`config.mk`:
```
export PLATFORM = sky130hd
export DESIGN_NAME = pipeline_stall_controller
export DESIGN_NICKNAME = d
export VERILOG_FILES = /design/src/rtl/pipeline_stall_controller.sv
export SDC_FILE = /design/constraint.sdc
export NUM_CORES = 1
export LEC_CHECK = 0
export CAP_MARGIN = 20
export CORE_UTILIZATION = 42
export DETAILED_ROUTE_END_ITERATION = 10
export HOLD_SLACK_MARGIN = 0.12
export PLACE_DENSITY = 0.81
export SYNTH_ARGS = -nofsm -noshare
export SYNTH_HDL_FRONTEND = slang
export SYNTH_SLANG_ARGS = --single-unit
```
`constraint.sdc`:
```
create_clock -name clk -period 1.8 [get_ports clk]
set_input_delay 0.18 -clock clk [delete_from_list [all_inputs] [get_ports clk]]
set_output_delay 0.18 -clock clk [all_outputs]
set_load 0.05 [all_outputs]
```
`src/rtl/pipeline_stall_controller.sv`:
```
// Five-stage pipeline stall/flush controller: RAW hazards, taken branches,
// SRAM wait states with timeout, and a debug halt that drains EXE/MEM/WB first.
module pipeline_stall_controller #(
   parameter int MEM_TIMEOUT  = 255,
   parameter int DRAIN_CYCLES = 3,
   parameter int CNT_W        = 16
) (
   input  logic             clk,
   input  logic             rst,
   input  logic             hazard,
   input  logic             branch_taken,
   input  logic             mem_req,
   input  logic             mem_ready,
   input  logic             halt_req,
   output logic             pc_freeze,
   output logic             ifid_freeze,
   output logic             ifid_flush,
   output logic             idexe_flush,
   output logic             pipe_freeze,
   output logic             halted,
   output logic             timeout_err,
   output logic [CNT_W-1:0] stall_cnt,
   output logic [CNT_W-1:0] flush_cnt
);

   localparam int WW = $clog2(MEM_TIMEOUT + 1);
   localparam int DW = $clog2(DRAIN_CYCLES + 1);

   typedef enum logic [2:0] {
      RUN      = 3'd0,
      MEM_WAIT = 3'd1,
      DRAIN    = 3'd2,
      HALTED   = 3'd3,
      TIMEOUT  = 3'd4
   } state_t;

   state_t           state_q, state_d;
   logic [WW-1:0]    wait_q, wait_d;
   logic [DW-1:0]    drain_q, drain_d;
   logic             halted_q, terr_q;
   logic [CNT_W-1:0] stall_q, flush_q;
   logic             mem_stall;

   assign mem_stall = mem_req && !mem_ready;

   always_comb begin
      pc_freeze   = 1'b0;
      ifid_freeze = 1'b0;
      ifid_flush  = 1'b0;
      idexe_flush = 1'b0;
      pipe_freeze = 1'b0;
      case (state_q)
         RUN, MEM_WAIT: begin
            if (branch_taken) begin
               ifid_flush  = 1'b1;
               idexe_flush = 1'b1;
            end else if (hazard) begin
               pc_freeze   = 1'b1;
               ifid_freeze = 1'b1;
               idexe_flush = 1'b1;
            end
         end
         DRAIN: begin
            // Bubbles keep flowing into EXE; a late branch still redirects fetch.
            pc_freeze   = !branch_taken;
            ifid_freeze = 1'b1;
            ifid_flush  = branch_taken;
            idexe_flush = 1'b1;
         end
         default: begin
            pc_freeze   = 1'b1;
            ifid_freeze = 1'b1;
            pipe_freeze = 1'b1;
         end
      endcase
      if (mem_stall) begin
         pc_freeze   = 1'b1;
         ifid_freeze = 1'b1;
         pipe_freeze = 1'b1;
         ifid_flush  = 1'b0;
         idexe_flush = 1'b0;
      end
   end

   always_comb begin
      state_d = state_q;
      wait_d  = wait_q;
      drain_d = drain_q;
      case (state_q)
         RUN: begin
            if (mem_stall) begin
               state_d = MEM_WAIT;
               wait_d  = '0;
            end else if (halt_req && !branch_taken) begin
               state_d = DRAIN;
               drain_d = DW'(DRAIN_CYCLES);
            end
         end
         MEM_WAIT: begin
            if (mem_stall) begin
               wait_d = wait_q + 1'b1;
               if (wait_q == WW'(MEM_TIMEOUT - 1)) state_d = TIMEOUT;
            end else begin
               state_d = RUN;
            end
         end
         DRAIN: begin
            if (!halt_req) begin
               state_d = RUN;
            end else if (!pipe_freeze) begin
               drain_d = drain_q - 1'b1;
               if (drain_q == DW'(1)) state_d = HALTED;
            end
         end
         HALTED: begin
            if (!halt_req) state_d = RUN;
         end
         default: state_d = TIMEOUT;
      endcase
   end

   always_ff @(posedge clk) begin
      if (rst) begin
         state_q  <= RUN;
         wait_q   <= '0;
         drain_q  <= '0;
         halted_q <= 1'b0;
         terr_q   <= 1'b0;
         stall_q  <= '0;
         flush_q  <= '0;
      end else begin
         state_q  <= state_d;
         wait_q   <= wait_d;
         drain_q  <= drain_d;
         halted_q <= (state_d == HALTED);
         terr_q   <= terr_q || (state_d == TIMEOUT);
         if (pc_freeze && (stall_q != {CNT_W{1'b1}})) stall_q <= stall_q + 1'b1;
         if (ifid_flush && (flush_q != {CNT_W{1'b1}})) flush_q <= flush_q + 1'b1;
      end
   end

   assign halted      = halted_q;
   assign timeout_err = terr_q;
   assign stall_cnt   = stall_q;
   assign flush_cnt   = flush_q;

endmodule

```
==> impl_metrics.toml <==
[global_route]
grt_max_degree = 29
grt_antenna_before_repair = 0
overflow = 0
grt_usage_pct = 19.36
grt_pass1_vias = 2116
grt_pass1_wl_mm = 9.377

[clock_network]
clk_latency_ns = 0.30
cts_max_level = 2
clock-root-buffer = "clkbuf_8"
clk_path_buf_depth = 2
cts_tree = "yes"
cts_sinks = 47
cts_hold_buf = 0
cts_buffers = 5
path_clk_slew_ns = 0.09

[logic_synthesis]
ys.flop_type = "dfxtp_1"
netlist.area_leader.share_pct = 39.52
synth_edf_count = 0
syn_nets = 293
ys_ff_latch = 47
ys_types = 50
syn_inst = 281
synth.area.top_cells = "dfxtp_1 40%, nor2_1 7.1%, xor2_1 5.5%, xnor2_1 4.4%, nand3_1 4.2%"
ys_seq_area_share_pct = 39.52
postSynthAreaPerCell_um2 = 8.473
synth_area_leader_cell = "dfxtp_1"
ys_warn_count = 0
synthArstFlopShare_pct = 0
synth_area_um2 = 2381

[placed_design]
place_ws_ns = -0.2303
port_buffers = 45
hpwl_mm = 4.006
gp_congestion = 0.8347

[setup_path]
end_kind = "output port"
critical-path-max-stage-delay_ns = 0.83
crit_chain = "clkdlybuf4s50_1"
critical_path.max_fanout = 4
path_buf_inv = 1
crit_family = "buffers and inverters"
criticalPathCategory = "reg -> out"
start_kind = "flip-flop"
slowest_stage = "clkdlybuf4s50_1"
required_ns = 1.62
worstPathArrival_ns = 1.56

[cells_and_area]
drive_gt1_share_pct = 26.61
final_cell_mix = "44 x nor2_1, 40 x clkdlybuf4s50_1, 34 x buf_4"
final_nets = 368
layout.cells.most_common = "nor2_1"
area_growth_pct = 40.09
fill_cells = 478
insertedDiodeCount = 0

[floorplanning]
row_count = 27
die_h_um = 77.30
fp.coreArea_um2 = 5473
die_area_um2 = 5975
ios = 46
die_w_um = 77.30
initial_core_util_pct = 43.51

[sta]
period_minus_slack_ns = 1.744
hold_viol = 0
setup_tns_ns = 0
fin_crit_sh_pct = 96.88
drv_slew = 0
rsz0062_at_grt = "true"
tightest_slew_ns = 0.5054
slew_headroom_pct = 66.20
finalSetupViolCount = 0
fmax_ghz = 0.5734
skew_ns = 0.01096
setup_slack_ns = 0.05612

[power]
p_comb_share_pct = 15.1
p_switching_mw = 0.5352
p_seq_share_pct = 53.9
p_int_mw = 1.445
p_leak_nw = 1.241
clock_power_share_pct = 31.0
power_mw = 1.980
vdd.ir_drop.worst_uv = 381.6
powerDensity_nw_per_um2 = 593.5
switching_share_pct = 27.03

[detailed_routing]
wl_mm = 5.443
drt_iter0_drc = 92
drcViolationCount = 0
dr.pass1.iters = 4
num_vias = 2233
post_drt_wl_per_cell_um = 12.69
antenna_left = 0
viasPerCell = 5.205

[job]
max_cap_violations = 0

[min_path]
hold_path_class = "reg -> reg"

[status]
status = "completed"
[state kept, by name (all words and copies together), names as in the netlist]
register and count:
halted 1, timeout_err 1, flush_cnt 16, drain_q 2
state_q 3, stall_cnt 16, wait_q 8
[area by class of cell]
class | count | area [um^2] | area share [%]
clock inverter | 3 | 15.01 | 0.4501
clock buffer | 5 | 68.82 | 2.063
tap | 72 | 90.09 | 2.701
inverter | 11 | 41.29 | 1.238
timing repair buffer | 78 | 735.7 | 22.06
multi-input combinational | 213 | 1388 | 41.60
sequential | 47 | 997.2 | 29.89
[through the flow]
stage               area, um^2  util [%]  hold slack (ns)  cells
global route              3336     60.95           0.4723    429
CTS                       3283     59.99           0.4584    428
detailed placement        3199     58.46           0.4384    420
floorplan                 2436         -           0.3609    281
finish                    3336     60.95           0.4544    429
global placement          3199     58.46           0.4416    420
[logic make-up (layout without fill, tap and decap cells)]
kind of cell / Yosys count / count (layout) / share of synthesized area, %
and+or+nand+nor: 148 / 148 / 34.58
DFF: 47 / 47 / 39.52
AOI/OAI and AO/OA: 30 / 30 / 7.777
xor gates and xnor gates: 27 / 27 / 9.932
buffers and inverters: 21 / 97 / 4.046
adders and majority gates: 5 / 5 / 2.627
muxes: 3 / 3 / 1.524
[worst paths after layout]
check | startpoint | cells past startpoint | slack, ns | endpoint
setup / recovery | flush_cnt[5] | 1 | 0.06 | flush_cnt[5]
setup reg to reg | flush_cnt[0] | 7 | 0.08 | flush_cnt[1]
hold / removal | timeout_err | 2 | 0.45 | timeout_err
hold reg to reg | timeout_err | 2 | 0.45 | timeout_err
[timing repair]
action,4_1_cts,5_1_grt
endpoints found under the setup margin,0,12
resized for setup,0,13
buffers inserted,0,1
[layer usage]
metal	vias up	track usage [%]	share of wire, %
li1	1127	-	-
met1	1051	23.76	45
met2	50	32.48	49
met3	5	4.405	3.5
met4	0	7.736	1.5
met5	-	0	0
[cells in the mapped netlist, types with 2 or more instances]
cell and number:
a211oi_1 4, a21oi_1 11, a31oi_1 2, and2_1 4, and3_1 6, and4_1 5, buf_2 2, buf_6 2
clkbuf_1 6, dfxtp_1 47, ha_1 5, inv_1 11, nand2_1 18, nand2b_1 3, nand3_1 20, nand4_1 10
nor2_1 45, nor2b_1 4, nor3_1 12, nor4b_1 2, o211ai_1 2, o21ai_0 4, o21ai_1 2, or3_1 3
xnor2_1 12, xor2_1 15
[power groups by stage]
stage	clock network [mW]	registers (mW)	logic [mW]
floorplan	0	1.12	0.136
global placement	0	1.09	0.286
detailed placement	0	1.09	0.293
CTS	0.630	1.07	0.293
global route	0.690	1.07	0.322
finish	0.614	1.07	0.299
Note: power is estimated with default switching activity, not from simulation.
